===== config.mk =====
export PLATFORM = sky130hd
export DESIGN_NAME = eq_band_scheduler_flat
export DESIGN_NICKNAME = d
export VERILOG_FILES = /design/src/rtl/eq_band_scheduler_if.sv /design/src/rtl/eq_band_scheduler.sv /design/src/flat_wrapper.sv
export SDC_FILE = /design/constraint.sdc
export NUM_CORES = 1
export LEC_CHECK = 0
export BUFFER_PORTS_ARGS = -buffer_cell sky130_fd_sc_hd__buf_2
export CORE_MARGIN = 2
export CORE_UTILIZATION = 55
export CTS_CLUSTER_DIAMETER = 60
export DETAILED_ROUTE_END_ITERATION = 10
export PLACE_DENSITY = 0.76
export RECOVER_POWER = 100
export SYNTH_ARGS = -nofsm -noshare
export SYNTH_HDL_FRONTEND = slang
export SYNTH_SLANG_ARGS = --single-unit

===== constraint.sdc =====
create_clock -name clk -period 10.5 [get_ports clk]
set_input_delay 1.05 -clock clk [delete_from_list [all_inputs] [get_ports clk]]
set_output_delay 1.05 -clock clk [all_outputs]
set_load 0.02 [all_outputs]

===== src/rtl/eq_band_scheduler_if.sv =====
// Sample-side handshake and shared MAC datapath bus of the equaliser band scheduler.
// Latency: none, signal bundle only.
// Backpressure: sample_ready gates sample_valid; the MAC side has no backpressure.
interface eq_band_scheduler_if #(
  parameter int NUM_BANDS = 3,
  parameter int TAPS      = 31,
  parameter int BAND_W    = $clog2(NUM_BANDS),
  parameter int TAP_W     = $clog2(TAPS)
);
  logic                   sample_valid;
  logic                   sample_ready;
  logic [23:0]            audio_in;
  logic [NUM_BANDS*8-1:0] band_gain;
  logic                   shift_en;
  logic [23:0]            shift_data;
  logic [BAND_W-1:0]      mac_band;
  logic [TAP_W-1:0]       mac_tap;
  logic                   mac_en;
  logic                   mac_clr;
  logic [40:0]            acc_in;
  logic [23:0]            audio_out;
  logic                   out_valid;

  // Scheduler side.
  modport master (
    input  sample_valid, audio_in, band_gain, acc_in,
    output sample_ready, shift_en, shift_data, mac_band, mac_tap, mac_en, mac_clr,
           audio_out, out_valid
  );

  // Audio source / MAC engine side.
  modport slave (
    output sample_valid, audio_in, band_gain, acc_in,
    input  sample_ready, shift_en, shift_data, mac_band, mac_tap, mac_en, mac_clr,
           audio_out, out_valid
  );
endinterface


===== src/rtl/eq_band_scheduler.sv =====
// Time-shares one external MAC FIR across NUM_BANDS bands, applies per-band gain, mixes, saturates.
// Latency: accept -> out_valid in 2 + NUM_BANDS*(TAPS+MAC_LAT+1) cycles (plus frozen cycles).
// Backpressure: sample_ready only in IDLE with enable high; samples offered otherwise are dropped and flag overrun.
// Optional build macro EQ_SKIP_MUTED_EN: bands with zero latched gain are skipped entirely.
module eq_band_scheduler #(
  parameter int NUM_BANDS = 3,
  parameter int TAPS      = 31,
  parameter int MAC_LAT   = 2,
  parameter int BAND_W    = $clog2(NUM_BANDS),
  parameter int TAP_W     = $clog2(TAPS)
) (
  input  logic clk,
  input  logic rst_n,
  input  logic enable,
  input  logic ovr_clr,
  output logic busy,
  output logic overrun,
  eq_band_scheduler_if.master bus
);

  typedef enum logic [2:0] {IDLE, SHIFT, MAC, WAIT, ACC, OUT} state_t;

  localparam logic [BAND_W:0] NO_BAND = (BAND_W+1)'(NUM_BANDS);

  state_t                 state, state_n;
  logic [23:0]            shift_data;
  logic [NUM_BANDS*8-1:0] gain_q;
  logic signed [27:0]     mix, mix_nxt;
  logic [BAND_W-1:0]      band;
  logic [TAP_W-1:0]       tap;
  logic [2:0]             wait_cnt;
  logic [23:0]            audio_out;
  logic [NUM_BANDS-1:0]   band_on;
  logic [BAND_W:0]        first_band, next_band;
  logic signed [23:0]     band_res;
  logic [7:0]             gain_sel;
  logic signed [32:0]     prod;
  logic [23:0]            sat;
  logic                   accept;
  logic                   unused_acc_lo;

  assign accept            = bus.sample_valid && bus.sample_ready;
  assign bus.sample_ready  = enable && (state == IDLE);
  assign bus.shift_en      = enable && (state == SHIFT);
  assign bus.mac_en        = enable && (state == MAC);
  assign bus.mac_clr       = bus.mac_en && (tap == '0);
  assign bus.out_valid     = enable && (state == OUT);
  assign bus.shift_data    = shift_data;
  assign bus.mac_band      = band;
  assign bus.mac_tap       = tap;
  assign bus.audio_out     = audio_out;
  assign busy              = (state != IDLE);
  assign unused_acc_lo     = ^bus.acc_in[16:0];

  // Which bands take part in this sample.
  always_comb begin
    band_on = '1;
`ifdef EQ_SKIP_MUTED_EN
    for (int i = 0; i < NUM_BANDS; i++) begin
      band_on[i] = (gain_q[i*8 +: 8] != 8'd0);
    end
`endif
  end

  // First active band, and the next active band after the current one (NO_BAND if none).
  always_comb begin
    first_band = NO_BAND;
    next_band  = NO_BAND;
    for (int i = NUM_BANDS-1; i >= 0; i--) begin
      if (band_on[i]) first_band = (BAND_W+1)'(i);
      if (band_on[i] && (i > int'(band))) next_band = (BAND_W+1)'(i);
    end
  end

  // Gain-scaled band contribution, next mix value and its saturated 24-bit form.
  always_comb begin
    band_res = bus.acc_in[40:17];
    gain_sel = gain_q[int'(band)*8 +: 8];
    prod     = band_res * $signed({1'b0, gain_sel});
    mix_nxt  = mix + 28'(prod >>> 7);
    if (mix_nxt > 28'sd8388607)       sat = 24'h7FFFFF;
    else if (mix_nxt < -28'sd8388608) sat = 24'h800000;
    else                              sat = mix_nxt[23:0];
  end

  // Next-state logic; a low enable holds the current state.
  always_comb begin
    state_n = state;
    case (state)
      IDLE:  if (accept) state_n = SHIFT;
      SHIFT: state_n = (first_band == NO_BAND) ? OUT : MAC;
      MAC:   if (tap == TAP_W'(TAPS-1)) state_n = (MAC_LAT == 0) ? ACC : WAIT;
      WAIT:  if (wait_cnt == 3'(MAC_LAT-1)) state_n = ACC;
      ACC:   state_n = (next_band == NO_BAND) ? OUT : MAC;
      OUT:   state_n = IDLE;
      default: state_n = IDLE;
    endcase
    if (!enable) state_n = state;
  end

  // State register.
  always_ff @(posedge clk or negedge rst_n) begin
    if (!rst_n) state <= IDLE;
    else        state <= state_n;
  end

  // Sample/gain latch, band/tap walk, mix accumulation and output register.
  always_ff @(posedge clk or negedge rst_n) begin
    if (!rst_n) begin
      shift_data <= '0;
      gain_q     <= '0;
      mix        <= '0;
      band       <= '0;
      tap        <= '0;
      wait_cnt   <= '0;
      audio_out  <= '0;
    end else if (enable) begin
      case (state)
        IDLE: if (bus.sample_valid) begin
          shift_data <= bus.audio_in;
          gain_q     <= bus.band_gain;
        end
        SHIFT: begin
          mix  <= '0;
          band <= first_band[BAND_W-1:0];
          tap  <= '0;
          if (first_band == NO_BAND) audio_out <= '0;
        end
        MAC: begin
          wait_cnt <= '0;
          if (tap == TAP_W'(TAPS-1)) tap <= '0;
          else                       tap <= tap + 1'b1;
        end
        WAIT: wait_cnt <= wait_cnt + 1'b1;
        ACC: begin
          mix <= mix_nxt;
          if (next_band == NO_BAND) audio_out <= sat;
          else                      band <= next_band[BAND_W-1:0];
        end
        default: ;
      endcase
    end
  end

  // Sticky overrun: a sample offered while not ready sets it, and setting beats clearing.
  always_ff @(posedge clk or negedge rst_n) begin
    if (!rst_n)                                   overrun <= 1'b0;
    else if (bus.sample_valid && !bus.sample_ready) overrun <= 1'b1;
    else if (ovr_clr)                             overrun <= 1'b0;
  end

endmodule


===== src/flat_wrapper.sv =====
// flat-port wrapper written by rule: the top's interface ports become plain ports
module eq_band_scheduler_flat 
#(
  parameter int NUM_BANDS = 3,
  parameter int TAPS      = 31,
  parameter int MAC_LAT   = 2,
  parameter int BAND_W    = $clog2(NUM_BANDS),
  parameter int TAP_W     = $clog2(TAPS)
)
  (clk, rst_n, enable, ovr_clr, busy, overrun, bus_sample_valid, bus_audio_in, bus_band_gain, bus_acc_in, bus_sample_ready, bus_shift_en, bus_shift_data, bus_mac_band, bus_mac_tap, bus_mac_en, bus_mac_clr, bus_audio_out, bus_out_valid);
  eq_band_scheduler_if #(.NUM_BANDS(NUM_BANDS), .TAPS(TAPS), .BAND_W(BAND_W), .TAP_W(TAP_W)) bus_i ();
  input  logic clk;
  input  logic rst_n;
  input  logic enable;
  input  logic ovr_clr;
  output logic busy;
  output logic overrun;
  input wire logic [$bits(bus_i.sample_valid)-1:0] bus_sample_valid;
  input wire logic [$bits(bus_i.audio_in)-1:0] bus_audio_in;
  input wire logic [$bits(bus_i.band_gain)-1:0] bus_band_gain;
  input wire logic [$bits(bus_i.acc_in)-1:0] bus_acc_in;
  output wire logic [$bits(bus_i.sample_ready)-1:0] bus_sample_ready;
  output wire logic [$bits(bus_i.shift_en)-1:0] bus_shift_en;
  output wire logic [$bits(bus_i.shift_data)-1:0] bus_shift_data;
  output wire logic [$bits(bus_i.mac_band)-1:0] bus_mac_band;
  output wire logic [$bits(bus_i.mac_tap)-1:0] bus_mac_tap;
  output wire logic [$bits(bus_i.mac_en)-1:0] bus_mac_en;
  output wire logic [$bits(bus_i.mac_clr)-1:0] bus_mac_clr;
  output wire logic [$bits(bus_i.audio_out)-1:0] bus_audio_out;
  output wire logic [$bits(bus_i.out_valid)-1:0] bus_out_valid;
  assign bus_i.sample_valid = bus_sample_valid;
  assign bus_i.audio_in = bus_audio_in;
  assign bus_i.band_gain = bus_band_gain;
  assign bus_i.acc_in = bus_acc_in;
  assign bus_sample_ready = bus_i.sample_ready;
  assign bus_shift_en = bus_i.shift_en;
  assign bus_shift_data = bus_i.shift_data;
  assign bus_mac_band = bus_i.mac_band;
  assign bus_mac_tap = bus_i.mac_tap;
  assign bus_mac_en = bus_i.mac_en;
  assign bus_mac_clr = bus_i.mac_clr;
  assign bus_audio_out = bus_i.audio_out;
  assign bus_out_valid = bus_i.out_valid;
  eq_band_scheduler #(.NUM_BANDS(NUM_BANDS), .TAPS(TAPS), .MAC_LAT(MAC_LAT), .BAND_W(BAND_W), .TAP_W(TAP_W)) u_core (.clk(clk), .rst_n(rst_n), .enable(enable), .ovr_clr(ovr_clr), .busy(busy), .overrun(overrun), .bus(bus_i));
endmodule

# Word level (Yosys, flattened, before mapping)
# Index checks and enable logic that the tools add are counted.
[classes] reduce_logical=22 n_eq_ne=12 n_addsub=3 mul=1 n_shift=1 order_cmp=4 mux=17
[ops] op="$pmux W28 S2" n=1
[ops] op="$mux W24" n=2
[ops] op="$mul A24 B9 Y33" n=1
[ops] op="$add A28 B26 Y28" n=1
[ops] op="$gt A28 B24 Y1 const B" n=1
[ops] op="$lt A28 B24 Y1 const B" n=1
[ops] op="$shiftx A24 B6 Y8" n=1
[ops] op="$pmux W3 S5" n=1
[ops] op="$mux W3" n=4
[ops] op="$pmux W5 S2" n=1
[ops] op="$reduce_and A3 Y1" n=3
[ops] op="$reduce_bool A2 Y1" n=4
[ops] op="$logic_and A1 B1 Y1" n=7
[ops] op="$eq A3 B1 Y1 const B" n=2
[ops] op="$eq A3 B2 Y1 const B" n=2
[ops] op="$eq A3 B3 Y1 const B" n=2
[ops] op="$pmux W3 S2" n=1
[ops] op="$reduce_and A2 Y1" n=3
[ops] op="$add A5 B1 Y5 const B" n=1
[ops] op="$eq A5 B5 Y1 const B" n=1
[ops] op="$logic_not A5 Y1" n=1
[ops] op="$mux W5" n=1
[ops] op="$mux W2" n=2
[ops] op="$ne A2 B1 Y1 const B" n=2
[ops] op="11 further kinds" n=14
[totals] wordCells=69 ff_bits=114

# Depth between registers and ports, before layout
[depth] word_depth=6 ltp_mapped=38 ltp_nobuf=34

# Least setup slack after synthesis
# OpenSTA, ideal clock, no wires.
[synth_timing] path_type="register to register" startpoint="register u_core.band[0], in the netlist u_core.bus.mac_band[0]" endpoint="register u_core.audio_out[18], in the netlist u_core.bus.audio_out[18]" path_stages_with_launch=34 t_arrival_ns=8.192 setup_time_ns=0.128 required_time_ns=10.372 path_buffers=4 slack_ns=2.180 path_cell_list="dfrtp_1 -> buf_2 -> buf_1 -> mux2i_1 -> o21ai_1 -> clkbuf_1 -> nand2_1 -> fa_1 -> inv_1 -> fa_1 -> fa_1 -> inv_1 -> fa_1 -> inv_1 -> ha_1 -> a211o_1 -> or4_1 -> o211a_1 -> a41o_1 -> and2_1 -> o21a_1 -> nor2_1 -> xnor2_1 -> ha_1 -> a21o_1 -> a21oi_1 -> nand4_1 -> a2111o_1 -> nor4b_4 -> a311oi_4 -> nor4_2 -> a21oi_2 -> buf_6 -> o22ai_2"
[synth_via] elab_chain_len=6 elab_cells_between_ends=13 classes_between="1 x add/sub; 1 x mul; 4 x order compare; 1 x eq/ne; 1 x shift; 4 x mux; 1 x reduce/logical"
[synth_lines] element="from (decl)" line="eq_band_scheduler.sv:29" text="logic [BAND_W-1:0] band;"
[synth_lines] element="from (signal assigned)" line="eq_band_scheduler.sv:125" text="band <= first_band[BAND_W-1:0];"
[synth_lines] element="from (signal assigned)" line="eq_band_scheduler.sv:138" text="else band <= next_band[BAND_W-1:0];"
[synth_lines] element="$shiftx A24 B6 Y8" line="eq_band_scheduler.sv:78" text="gain_sel = gain_q[int'(band)*8 +: 8];"
[synth_lines] element="$mul A24 B9 Y33" line="eq_band_scheduler.sv:79" text="prod = band_res * $signed({1'b0, gain_sel});"
[synth_lines] element="$add A28 B26 Y28" line="eq_band_scheduler.sv:80" text="mix_nxt = mix + 28'(prod >>> 7);"
[synth_lines] element="$lt A28 B24 Y1" line="eq_band_scheduler.sv:82" text="else if (mix_nxt < -28'sd8388608) sat = 24'h800000;"
[synth_lines] element="$mux W24" line="eq_band_scheduler.sv:82"
[synth_lines] element="$mux W24" line="eq_band_scheduler.sv:81" text="if (mix_nxt > 28'sd8388607) sat = 24'h7FFFFF;"
[synth_lines] element="to (signal assigned)" line="eq_band_scheduler.sv:137" text="if (next_band == NO_BAND) audio_out <= sat;"
[synth_lines] element="to (decl)" line="eq_band_scheduler.sv:32" text="logic [23:0] audio_out;"
# Several ways; a longest one is shown, not always the timed one.
# A chain may end at the register's enable or synchronous reset.

# Worst setup path after layout
[layout_timing] startpoint="register u_core.band[0], in the netlist u_core.bus.mac_band[0]" endpoint="register u_core.audio_out[1], in the netlist u_core.bus.audio_out[1]"
# Same word-level chain as after synthesis.

==> run_results.csv <==
group,metric,value,unit
routing,viasPerCell,5.510,
place,hpwl,22.60,mm
cells_and_area,nFillCells,1970,
sta,max_freq,102.0,MHz
cells_and_area,diodes,0,
min_path,min_path_cells,1,
clocking,clkTransAtPathRegs,0.05,ns
sta,drv_slew,166,
routing,finalWirelength,29.44,mm
setup_path,r2r.worst_path.cells,31,
synthesis,synth_top_family_by_area,"adder cells",
routing,ant_nets,0,
synthesis,yosysUniqueCellTypes,74,
sta,maxSlewHeadroom,-165.7,%
routing,dr.pass1.iters,5,
cells_and_area,nets,1851,
clocking,post_cts_buffers,0,
clocking,clock-root-buffer,"clkbuf_16",
synthesis,async_reset_ff_share,100.0,%
setup_path,cp_slowest_stage_delay,0.64,ns
synthesis,ys_ff_latch,114,
clocking,numCtsBuffers,17,
clocking,cts_hold_repair.buffers,0,
synthesis,synth_edf_count,0,
global_route,antenna_found_initial,1,
synthesis,ys_dominant_reg_cell,"dfrtp_1",
clocking,cts_sinks,114,
flow_run,cap_violations,3,
setup_path,cp-end-kind,"flop",
setup_path,reg2reg_to,"u_core.bus.audio_out[1]",
synthesis,synth_xor_area_share,3.137,%
synthesis,synthMuxAreaShare,5.076,%
synthesis,yosys.area_share.simple,16.21,%
status,violations,"capacitance limit, slew limit",
routing,drc,0,
sta,grt_setup_unrepaired,"false",
die,num_io_pins,156,
setup_path,crit_type,"reg -> reg",
min_path,hp-start,"u_core.bus.shift_data[13]",
setup_path,crit_top_cell,"fa_1",
clocking,cts-htree-levels,4,
place,place_area,0.01385,mm^2
synthesis,syn_inst,1383,
die,initial_utilization,56.37,%
setup_path,r2r_setup_slack,0.69,ns
place,numPortBuffers,138,
global_route,grt_overflow_total,0,
global_route,grt_pass1_wl,50.06,mm
cells_and_area,finalInstanceArea,0.01428,mm^2
routing,initialDrtViolationCount,596,
die,fp-row-count,55,
sta,finalSetupTns,0,ns
global_route,track_usage,25.37,%
setup_path,r2r-start,"u_core.bus.mac_band[0]",
clocking,tritoncts,"built",
sta,fin_crit_sh,93.41,%
clocking,clk_latency,0.43,ns
global_route,grt_pass1_vias,10650,
global_route,grt_max_degree,76,
min_path,min_to,"u_core.bus.shift_data[13]",
place,gp_congestion,0.8382,
die,die_area,0.02459,mm^2
setup_path,critPathMaxFanout,18,
synthesis,netlist_area,0.01284,mm^2
synthesis,mappedNetlistNets,1724,
synthesis,synth_compound_area_share,12.55,%
die,die_h,156.8,um
synthesis,ys_warn_count,0,
setup_path,critPathSlowestCell,"dfrtp_1",
die,core,0.02278,mm^2
routing,vias,10110,
cells_and_area,fin_cells,1835,
synthesis,syn_avg_cell_area,9.285,um^2
clocking,cts_resized,0,
cells_and_area,drive_above_1_share,12.55,%
sta,tightest_slew,3.986,ns
sta,hold_viol,0,
setup_path,required,10.77,ns
synthesis,synthAdderAreaFrac,32.84,%
sta,fin_worst_skew,0.01241,ns
die,die_width,156.8,um
cells_and_area,syn2layout_area_growth,11.23,%
sta,min_period,9.808,ns
setup_path,crit_path_start_kind,"flop",
status,status,"complete, but fails checks",
synthesis,seq_area_frac_synth,22.22,%
routing,wl_per_cell,16.04,um
min_path,hold_path_class,"reg -> reg",
sta,setup_violations,0,
clocking,cts_buffer_depth,2,
place,place_inst,1804,
setup_path,arrival,10.08,ns
sta,hold_slack,0.5014,ns
## worst max path at each step
stage                           start  cells after the start  slack, ns                       end
2_1_floorplan  u_core.bus.mac_band[0]                     33       2.18  u_core.bus.audio_out[18]
3_5_place_dp   u_core.bus.mac_band[0]                     33       1.05   u_core.bus.audio_out[1]
5_1_grt        u_core.bus.mac_band[0]                     31       0.27   u_core.bus.audio_out[1]
6_report       u_core.bus.mac_band[0]                     31       0.69   u_core.bus.audio_out[1]
3_3_place_gp   u_core.bus.mac_band[0]                     31       1.12   u_core.bus.audio_out[0]
4_1_cts        u_core.bus.mac_band[0]                     33       1.00   u_core.bus.audio_out[1]
## cell type report
| cell class | instances | area, um^2 | area share, % |
|---|---|---|---|
| Inverter | 216 | 810.8 | 5.676 |
| Sequential cell | 114 | 2853 | 19.97 |
| Timing Repair Buffer | 155 | 721.9 | 5.054 |
| Multi-Input combinational cell | 1006 | 8897 | 62.29 |
| Clock inverter | 12 | 156.4 | 1.095 |
| Clock buffer | 19 | 452.9 | 3.171 |
| Tap cell | 313 | 391.6 | 2.742 |
## registers in the layout, summed over array words and instances, names as in the netlist
register and flops:
u_core.mix 28, u_core.bus.mac_tap 5, u_core.bus.mac_band 2, u_core.bus.audio_out 24, u_core.state 3, u_core.gain_q 24, u_core.bus.shift_data 24, u_core.overrun 1
u_core.wait_cnt 3
## through the flow
stage | util (%) | setup WS, ns
after floorplan | - | 2.180
after global placement | 60.79 | 1.117
after detailed placement | 60.79 | 1.053
after CTS | 63.47 | 1.004
after global routing | 62.71 | 0.2732
final | 62.71 | 0.6924
## synth_stat cells (4+ instances only)
cell | number | share of area (%)
nor2b_1 | 5 | 0.24
mux2_2 | 49 | 4.3
clkbuf_1 | 37 | 1.1
inv_1 | 216 | 6.3
ha_1 | 97 | 9.5
a22o_1 | 8 | 0.55
o21ai_0 | 64 | 2.5
fa_1 | 150 | 23
nand2_1 | 164 | 4.8
o21ai_1 | 4 | 0.16
xnor2_1 | 26 | 1.8
a21oi_1 | 39 | 1.5
and3_1 | 10 | 0.49
a211oi_1 | 4 | 0.23
o22ai_2 | 11 | 1.1
xor2_1 | 20 | 1.4
nand3_1 | 17 | 0.66
o21a_1 | 8 | 0.47
mux2i_1 | 10 | 0.78
nor2_1 | 65 | 1.9
a21o_1 | 25 | 1.5
dfrtp_1 | 114 | 22
nand4_1 | 9 | 0.44
nand2b_1 | 9 | 0.44
o22ai_1 | 20 | 0.97
nor3_1 | 14 | 0.55
and2_1 | 112 | 5.5
o211ai_1 | 4 | 0.23
## worst max-delay path: cells and delay by family (launching register included)
kind | cells | cell delay, ns
buffers and inverters | 4 | 0.89
adders and majority gates | 6 | 2.51
and+or+nand+nor | 9 | 2.14
AOI/OAI and AO/OA | 11 | 3.27
xor gates and xnor gates | 1 | 0.17
DFF | 1 | 0.64
## cell usage in the layout (no fill, tap or decap), types with 4 or more instances in the layout
master / n
a211oi_1: 4
a21o_1: 25
a21oi_1: 39
a22o_1: 8
and2_1: 109
and3_1: 10
buf_2: 76
buf_4: 12
clkbuf_1: 67
clkbuf_16: 17
clkinvlp_4: 4
dfrtp_1: 114
fa_1: 150
ha_1: 97
inv_1: 216
mux2_2: 49
mux2i_1: 10
nand2_1: 164
nand2b_1: 9
nand3_1: 17
nand4_1: 9
nor2_1: 65
nor2b_1: 5
nor3_1: 14
o211ai_1: 4
o21a_1: 8
o21ai_0: 59
o21ai_1: 8
o21ai_2: 4
o22ai_1: 28
xnor2_1: 26
xor2_1: 20
## cells by family (layout without fill, tap and decap cells)
logic type               Yosys count  in the layout
flip-flops                       114            114
AO/OA/AOI/OAI                    232            232
multiplexers                      59             59
AND/OR/NAND/NOR                  422            422
XOR/XNOR                          46             46
buffers and inverters            263            402
adder cells (fa/ha/maj)          247            247
## routing by layer
| metal | up-vias | track usage (%) | wire length [um] |
|---|---|---|---|
| met1 | 5041 | 31.36 | 12180 |
| met3 | 48 | 4.514 | 1245 |
| met2 | 270 | 44.82 | 15420 |
| met5 | - | 0 | 0 |
| met4 | 0 | 8.563 | 595 |
| li1 | 4752 | - | - |
Power is not shown: default switching activity piles up to over one toggle a cycle in this logic, so the estimate is an artifact.
